### src/rtl/window_loader_pkg.sv
// Shared constants and FSM state encoding for the window loader.
package window_loader_pkg;

  localparam int DATA_WIDTH_DEF      = 8;
  localparam int BRAM_ADDR_WIDTH_DEF = 10;
  localparam int ADDR_SIZE_DEF       = 4;
  localparam int IMG_W_DEF           = 28;
  localparam int K_DEF               = 3;

  typedef enum logic [2:0] {
    ST_IDLE,
    ST_FETCH,
    ST_WAIT_ACK,
    ST_ADVANCE,
    ST_DONE
  } state_t;

  // Number of valid output positions along one image axis.
  function automatic int n_out(input int img_w, input int k);
    return img_w - k + 1;
  endfunction

endpackage

### src/rtl/window_loader_patch_addr_gen.sv
// Walks a K x (K+1) image patch row-major, producing BRAM addresses
// incrementally (no multiplier) together with the patch indices.
module window_loader_patch_addr_gen #(
  parameter int IMG_W           = 28,
  parameter int K               = 3,
  parameter int BRAM_ADDR_WIDTH = 10,
  parameter int PW              = 2
) (
  input  logic                       i_clk,
  input  logic                       i_rst,
  input  logic                       i_load,
  input  logic [BRAM_ADDR_WIDTH-1:0] i_base,
  output logic [BRAM_ADDR_WIDTH-1:0] o_addr,
  output logic                       o_rd_en,
  output logic [PW-1:0]              o_pr,
  output logic [PW-1:0]              o_pc,
  output logic                       o_last
);

  logic [BRAM_ADDR_WIDTH-1:0] r_addr;
  logic [PW-1:0]              r_pr;
  logic [PW-1:0]              r_pc;
  logic                       r_active;
  logic                       w_last;

  assign w_last  = r_active && (r_pr == PW'(K - 1)) && (r_pc == PW'(K));
  assign o_addr  = r_addr;
  assign o_rd_en = r_active;
  assign o_pr    = r_pr;
  assign o_pc    = r_pc;
  assign o_last  = w_last;

  // Step through the patch; the address is held after the last read.
  always_ff @(posedge i_clk) begin
    if (!i_rst) begin
      r_addr   <= '0;
      r_pr     <= '0;
      r_pc     <= '0;
      r_active <= 1'b0;
    end else if (i_load) begin
      r_addr   <= i_base;
      r_pr     <= '0;
      r_pc     <= '0;
      r_active <= 1'b1;
    end else if (r_active) begin
      if (w_last) begin
        r_active <= 1'b0;
      end else if (r_pc == PW'(K)) begin
        r_pc   <= '0;
        r_pr   <= r_pr + PW'(1);
        r_addr <= r_addr + BRAM_ADDR_WIDTH'(IMG_W - K);
      end else begin
        r_pc   <= r_pc + PW'(1);
        r_addr <= r_addr + BRAM_ADDR_WIDTH'(1);
      end
    end
  end

endmodule

### src/rtl/window_loader.sv
// Fills two horizontally adjacent KxK window registers from the image
// BRAM, hands each pair to the convolution engine and slides over the map.
module window_loader
  import window_loader_pkg::*;
#(
  parameter int IMG_W           = IMG_W_DEF,
  parameter int K               = K_DEF,
  parameter int DATA_WIDTH      = DATA_WIDTH_DEF,
  parameter int BRAM_ADDR_WIDTH = BRAM_ADDR_WIDTH_DEF,
  parameter int ADDR_SIZE       = ADDR_SIZE_DEF
) (
  input  logic                       i_clk,
  input  logic                       i_rst,
  input  logic                       i_start,
  input  logic [BRAM_ADDR_WIDTH-1:0] i_img_base_addr,
  output logic [BRAM_ADDR_WIDTH-1:0] o_bram_rd_addr,
  input  logic [DATA_WIDTH-1:0]      i_bram_rd_data,
  output logic                       o_win1_wr_en,
  output logic [ADDR_SIZE-1:0]       o_win1_wr_addr,
  output logic [DATA_WIDTH-1:0]      o_win1_wr_data,
  output logic                       o_win2_wr_en,
  output logic [ADDR_SIZE-1:0]       o_win2_wr_addr,
  output logic [DATA_WIDTH-1:0]      o_win2_wr_data,
  output logic                       o_window_valid,
  output logic                       o_win2_valid,
  input  logic                       i_window_ack,
  output logic [4:0]                 o_out_row,
  output logic [4:0]                 o_out_col,
  output logic                       o_busy,
  output logic                       o_done
);

  localparam int N_OUT = n_out(IMG_W, K);
  localparam int PW    = $clog2(K + 1);

  state_t                     r_state;
  logic [4:0]                 r_row, r_col;
  logic [BRAM_ADDR_WIDTH-1:0] r_win_addr;
  logic                       r_valid, r_win2_valid, r_busy, r_done;
  logic                       r_wr1_en, r_wr2_en, r_last_d;
  logic [ADDR_SIZE-1:0]       r_wr1_addr, r_wr2_addr;

  logic                       w_load, w_rd_en, w_last;
  logic [BRAM_ADDR_WIDTH-1:0] w_load_addr, w_win_addr_nxt;
  logic [PW-1:0]              w_pr, w_pc;
  logic [4:0]                 w_col_nxt, w_row_nxt;
  logic                       w_wrap, w_pass_end, w_win2_ok;

  assign w_col_nxt  = r_col + 5'd2;
  assign w_row_nxt  = r_row + 5'd1;
  assign w_wrap     = (w_col_nxt >= 5'(N_OUT));
  assign w_pass_end = w_wrap && (w_row_nxt == 5'(N_OUT));
  assign w_win2_ok  = ((r_col + 5'd1) < 5'(N_OUT));

  // Top-left pixel of the next pair, tracked incrementally.
  assign w_win_addr_nxt = w_wrap
      ? (r_win_addr - BRAM_ADDR_WIDTH'(r_col) + BRAM_ADDR_WIDTH'(IMG_W))
      : (r_win_addr + BRAM_ADDR_WIDTH'(2));

  assign w_load = ((r_state == ST_IDLE) && i_start) ||
                  ((r_state == ST_ADVANCE) && !w_pass_end);
  assign w_load_addr = (r_state == ST_IDLE) ? i_img_base_addr : w_win_addr_nxt;

  window_loader_patch_addr_gen #(
    .IMG_W           (IMG_W),
    .K               (K),
    .BRAM_ADDR_WIDTH (BRAM_ADDR_WIDTH),
    .PW              (PW)
  ) u_addr_gen (
    .i_clk   (i_clk),
    .i_rst   (i_rst),
    .i_load  (w_load),
    .i_base  (w_load_addr),
    .o_addr  (o_bram_rd_addr),
    .o_rd_en (w_rd_en),
    .o_pr    (w_pr),
    .o_pc    (w_pc),
    .o_last  (w_last)
  );

  // Delay patch indices by the BRAM latency and steer each pixel to one or both windows.
  always_ff @(posedge i_clk) begin
    if (!i_rst) begin
      r_wr1_en   <= 1'b0;
      r_wr2_en   <= 1'b0;
      r_wr1_addr <= '0;
      r_wr2_addr <= '0;
      r_last_d   <= 1'b0;
    end else begin
      r_wr1_en   <= w_rd_en && (w_pc < PW'(K));
      r_wr2_en   <= w_rd_en && (w_pc != '0) && w_win2_ok;
      r_wr1_addr <= ADDR_SIZE'(int'(w_pr) * K + int'(w_pc));
      r_wr2_addr <= ADDR_SIZE'(int'(w_pr) * K + int'(w_pc) - 1);
      r_last_d   <= w_last;
    end
  end

  // Pass sequencing with registered handshake and status outputs.
  always_ff @(posedge i_clk) begin
    if (!i_rst) begin
      r_state      <= ST_IDLE;
      r_row        <= '0;
      r_col        <= '0;
      r_win_addr   <= '0;
      r_valid      <= 1'b0;
      r_win2_valid <= 1'b0;
      r_busy       <= 1'b0;
      r_done       <= 1'b0;
    end else begin
      case (r_state)
        ST_IDLE: begin
          if (i_start) begin
            r_win_addr <= i_img_base_addr;
            r_row      <= '0;
            r_col      <= '0;
            r_busy     <= 1'b1;
            r_state    <= ST_FETCH;
          end
        end
        ST_FETCH: begin
          if (r_last_d) begin
            r_valid      <= 1'b1;
            r_win2_valid <= w_win2_ok;
            r_state      <= ST_WAIT_ACK;
          end
        end
        ST_WAIT_ACK: begin
          if (i_window_ack) begin
            r_valid      <= 1'b0;
            r_win2_valid <= 1'b0;
            r_state      <= ST_ADVANCE;
          end
        end
        ST_ADVANCE: begin
          r_win_addr <= w_win_addr_nxt;
          r_col      <= w_wrap ? 5'd0 : w_col_nxt;
          if (w_wrap) r_row <= w_row_nxt;
          if (w_pass_end) begin
            r_busy  <= 1'b0;
            r_done  <= 1'b1;
            r_state <= ST_DONE;
          end else begin
            r_state <= ST_FETCH;
          end
        end
        ST_DONE: begin
          r_done  <= 1'b0;
          r_state <= ST_IDLE;
        end
        default: r_state <= ST_IDLE;
      endcase
    end
  end

  assign o_win1_wr_en   = r_wr1_en;
  assign o_win1_wr_addr = r_wr1_addr;
  assign o_win1_wr_data = r_wr1_en ? i_bram_rd_data : '0;
  assign o_win2_wr_en   = r_wr2_en;
  assign o_win2_wr_addr = r_wr2_addr;
  assign o_win2_wr_data = r_wr2_en ? i_bram_rd_data : '0;
  assign o_window_valid = r_valid;
  assign o_win2_valid   = r_win2_valid;
  assign o_out_row      = r_row;
  assign o_out_col      = r_col;
  assign o_busy         = r_busy;
  assign o_done         = r_done;

endmodule

### config.mk
export PLATFORM = sky130hd
export DESIGN_NAME = window_loader
export DESIGN_NICKNAME = d
export VERILOG_FILES = /design/src/rtl/window_loader_pkg.sv /design/src/rtl/window_loader_patch_addr_gen.sv /design/src/rtl/window_loader.sv
export SDC_FILE = /design/constraint.sdc
export NUM_CORES = 1
export LEC_CHECK = 0
export BUFFER_PORTS_ARGS = -buffer_cell sky130_fd_sc_hd__buf_4
export CAP_MARGIN = 25
export CORE_MARGIN = 5
export CORE_UTILIZATION = 56
export DETAILED_ROUTE_END_ITERATION = 10
export HOLD_SLACK_MARGIN = 0.08
export PLACE_DENSITY = 0.81
export SYNTH_ARGS = -nofsm -noshare
export SYNTH_HDL_FRONTEND = slang
export SYNTH_SLANG_ARGS = --single-unit
### constraint.sdc
create_clock -name i_clk -period 2.75 [get_ports i_clk]
set_input_delay 0.4125 -clock i_clk [delete_from_list [all_inputs] [get_ports i_clk]]
set_output_delay 0.4125 -clock i_clk [all_outputs]
set_load 0.03 [all_outputs]
==> results <==
- The flow ran to the end, and the final reports show no timing, DRC or antenna violations.
- The antenna cell count is 0.
- The setup clock skew after layout is 0.00678 ns.
- After synthesis, the share of flip-flops with an asynchronous set or reset is 0%.
- The area growth from synthesis to layout is 17.9%.
- The endpoint identified for the worst register-to-register timing path is r_win_addr[9].
- Across the run, the number of max-cap violations was 0.
- The worst path uses 94.2% of the clock period.
- The clock latency at the later pin of the worst-skew pair is between 0.3 and 0.4 ns.
- The post-layout utilization of the core is 67.6%.
- Combinational logic burns 23.5% of the power.
- The required time of the critical path is just under 3 ns.
- In the final design database the tool counted 559 nets.
- The register-to-register setup slack is around 0.16 ns.
- The number of iterations in the first detailed-routing pass is 4.
- The number of standard cells in the final layout excluding fillers is slightly below 600.
- The via count of the first global-routing pass is 3309.
- Synthesis inferred 52 register bits.
- For the final routed database, the setup TNS stands at 0 ns.
- The worst setup path is launched from a flop.
- Net switching is 32.3% of the power.
- Dividing the detail-routed via count by the number of cells gives 5.78.
- The startpoint identified for the worst hold timing path is i_img_base_addr[3].
- The number of buffers added on ports is 70.
- For this design the static power due to leakage is between 1.5 and 2 nW.
- The net switching power is approximately 0.54 mW.
- The worst min-delay path category is input port to flop.
- The number of cell instances on the worst register-to-register path is 11.
- The clock tree root buffer cell is sky130_fd_sc_hd__clkbuf_8.
- The floorplan step defined a core boundary enclosing about 6300 µm².
- The count of antenna-violating nets left after detailed routing is 0.
- The capture endpoint of the worst hold path is u_addr_gen.o_addr[3].
- After detailed routing, the number of remaining DRC violations is 0.
- The maximum clock rate is 0.386 GHz.
- The maximum resistive drop on vdd is 0.000289 V.
- The pin count of the biggest net entering global routing is 24.
- The number of hold buffers added after CTS was 0.
- In this run the number of H-tree levels came out at 2.
- In this run, CTS created clock tree buffers numbering 5.
- In the layout the commonest cells are 76 x sky130_fd_sc_hd__buf_4, 51 x sky130_fd_sc_hd__dfxtp_1, 49 x sky130_fd_sc_hd__nand2_1.
- The initial standard-cell utilization of the core is between 50 and 60%.
- After global routing the overflow that remains totals 0.
- TritonCTS built the clock tree.
- The most common cell after layout, fill and taps aside is sky130_fd_sc_hd__buf_4.
- The first global-routing pass estimated 15500 µm of wire.
- The sum of routed wire length over all layers is 9160 µm.
- With fillers left out, the area of the finished cells amounts to 4270 µm².
- In this run, placement finished with an instance count of 575.
- Along the worst path, the maximum fanout reaches 6.
- The type of destination of the critical path is a flop.
- The headroom to the max-slew limit is 58.9%.
- Cells with a size suffix above 1 make up 21.9% of the layout.
- The cell area power density is 391 nW/µm².
- The number of hold violations in the final report is 0.
- For this run, the leading register cell type out of synthesis is sky130_fd_sc_hd__dfxtp_1.
- The worst hold-check slack is 0.363 ns.
- At the end of routability-driven placement, the weighted congestion stood at 0.891.
- The number of antenna violations at the first check in global routing is 0.
- In this run the critical register-to-register path is launched from o_out_col[1].
- The die width is 90.4 µm.
- The placed wire-length estimate is 7080 µm.
- Synthesis produced a netlist whose cell count is 444.
- In this run the mean area of a mapped cell was 8.16 µm².
- After synthesis the cells add up to 3620 µm².
- The clock-pin slew of the registers on the worst-case setup and hold paths is 0.10 ns.
- The worst hold path passes through 3 cells.
- The count of synthesis-stage warnings from yosys is 0.
- The total routing usage reported by global routing is 22.2%.
- The detailed router placed 3369 vias in this run.
- The critical path in this run is classified as flop to flop.
- The placed instances occupy a cell area of 4170 µm².
- Setup violations remaining at the end of the flow were counted as 0.
- The die area is a little over 8000 µm².
- For the worst setup path, the data arrival time is 2.80 ns.
- The die is 90.4 µm tall.
- Pin placement for this block handled between 70 and 80 I/O pins.
- In the final routed layout, each cell accounts on average for 15.7 µm.
- The count of flip-flops with a built-in enable after synthesis is 0.
- After synthesis, flip-flops and latches occupy 28.7% of the total area.
- The filler cell count is between 500 and 600.
- Setup repair after global routing could not meet its margin everywhere.
- The unique cell type count in the Yosys netlist is 70.
- The clock network burns 27.2% of the power.
- The number of pins with negative max-slew slack in the final report is 0.
- Cell internal power was estimated by the tool at 1.13 mW.
- The number of buffers between clock root and the deepest sink is 2.
- The tree built by TritonCTS fans out to 52 sinks.
- The fraction of power consumed by sequential logic is 49.3%.
- For this block, the initial DRC count from the detailed router was ~150.
- The initialized floorplan defines 29 standard-cell rows.
- The smallest clock period supported by the final layout is computed as 2.59 ns.
- For the pin with the worst max-slew slack, the measured transition is 0.616 ns.
- The synthesized net count is 498.
==> registers in the layout (all words and copies together), names as in the netlist <==
name and flops:
r_state 3, u_addr_gen.o_addr 10, r_win_addr 10, o_done 1
o_busy 1, o_win2_wr_addr 4, o_win2_wr_en 1, r_last_d 1
o_win2_valid 1, o_win1_wr_en 1, o_out_row 5, u_addr_gen.o_pc 2
o_out_col 4, u_addr_gen.o_rd_en 1, u_addr_gen.o_pr 2, o_window_valid 1
o_win1_wr_addr 4
==> Yosys cell counts, types with 4 or more instances <==
master	number	area [µm²]
sky130_fd_sc_hd__inv_1	29	109
sky130_fd_sc_hd__and2_1	17	106
sky130_fd_sc_hd__nand3_1	14	70.1
sky130_fd_sc_hd__buf_2	6	30.0
sky130_fd_sc_hd__a31oi_1	6	37.5
sky130_fd_sc_hd__nor2_1	43	161
sky130_fd_sc_hd__xor2_1	9	78.8
sky130_fd_sc_hd__o211a_1	4	40.0
sky130_fd_sc_hd__nor3_1	9	45.0
sky130_fd_sc_hd__a211oi_1	4	30.0
sky130_fd_sc_hd__o211ai_1	7	52.6
sky130_fd_sc_hd__o21ai_0	18	90.1
sky130_fd_sc_hd__a311oi_1	5	43.8
sky130_fd_sc_hd__dfxtp_1	52	1040
sky130_fd_sc_hd__ha_1	29	363
sky130_fd_sc_hd__nand2_1	49	184
sky130_fd_sc_hd__nand2b_1	5	31.3
sky130_fd_sc_hd__and3_1	5	31.3
sky130_fd_sc_hd__clkbuf_1	11	41.3
sky130_fd_sc_hd__a21o_1	4	30.0
sky130_fd_sc_hd__a21oi_1	27	135
sky130_fd_sc_hd__xnor2_1	17	149
==> logic make-up (layout without fill, tap and decap cells) <==
kind of cell	count (synthesis)	in the layout	share of synthesized area [%]
buf+inv	51	113	6.32
simple gates	168	168	23.0
other cells	2	2	0.207
compound gates	109	109	22.2
flops	52	52	28.7
fa+ha+maj	32	32	11.7
xor+xnor	27	27	6.91
mux	3	3	0.864
==> through the flow <==
stage | worst slack [ns] | power (mW)
floorplan | 0.163 | 1.10
global placement | 0.259 | 1.22
detailed placement | 0.0789 | 1.23
CTS | 0.0726 | 1.67
global route | -0.0400 | 1.75
finish | 0.159 | 1.67
==> how the worst max path moves through the flow <==
stage	start	end	slack, ns	depth (start not counted)
floorplan	o_out_col[1]	r_win_addr[9]	0.16	11
global placement	o_out_col[1]	r_win_addr[9]	0.26	11
detailed placement	o_out_col[1]	r_win_addr[9]	0.08	11
CTS	o_out_col[1]	r_win_addr[9]	0.07	11
global route	o_out_col[1]	r_win_addr[9]	-0.04	11
finish	o_out_col[1]	r_win_addr[9]	0.16	11
==> area by class of cell <==
| class | count | area, µm² | share of cell area, % |
|---|---|---|---|
| Clock buffer | 5 | 68.8 | 1.61 |
| Clock inverter | 3 | 23.8 | 0.557 |
| Inverter | 29 | 109 | 2.55 |
| Multi-Input combinational cell | 341 | 2360 | 55.2 |
| Sequential cell | 52 | 1040 | 24.4 |
| Tap cell | 77 | 96.3 | 2.26 |
| Timing Repair Buffer | 76 | 571 | 13.4 |
==> power groups by stage <==
| stage | Sequential [mW] | Clock [mW] | Combinational, mW |
|---|---|---|---|
| global route | 0.829 | 0.493 | 0.430 |
| finish | 0.823 | 0.454 | 0.392 |
| CTS | 0.823 | 0.455 | 0.391 |
| global placement | 0.838 | 0 | 0.381 |
| floorplan | 0.872 | 0 | 0.228 |
| detailed placement | 0.840 | 0 | 0.389 |
==> what timing repair did <==
action                                  CTS  global route
endpoints found under the setup margin    0             8
setup buffers                             0             0
gates resized for setup                   0             3
==> per-layer routing <==
layer	share of wire, %	vias up	GRT usage (%)
met5	0	-	0
met4	2.2	0	9.06
met3	6.1	13	4.50
met2	49	114	37.7
met1	43	1581	27.4
li1	-	1661	-
==> critical path, stage by stage (launching register included) <==
cell and delay, ns:
sky130_fd_sc_hd__dfxtp_2 0.39, sky130_fd_sc_hd__inv_1 0.09, sky130_fd_sc_hd__ha_1 0.29, sky130_fd_sc_hd__ha_1 0.18
sky130_fd_sc_hd__inv_1 0.06, sky130_fd_sc_hd__fa_1 0.42, sky130_fd_sc_hd__nor2b_2 0.16, sky130_fd_sc_hd__o2111ai_1 0.16
sky130_fd_sc_hd__a21oi_1 0.19, sky130_fd_sc_hd__xnor3_1 0.27, sky130_fd_sc_hd__o21ai_0 0.18, sky130_fd_sc_hd__a21oi_1 0.09
Note: power is estimated with default switching activity, not from simulation.
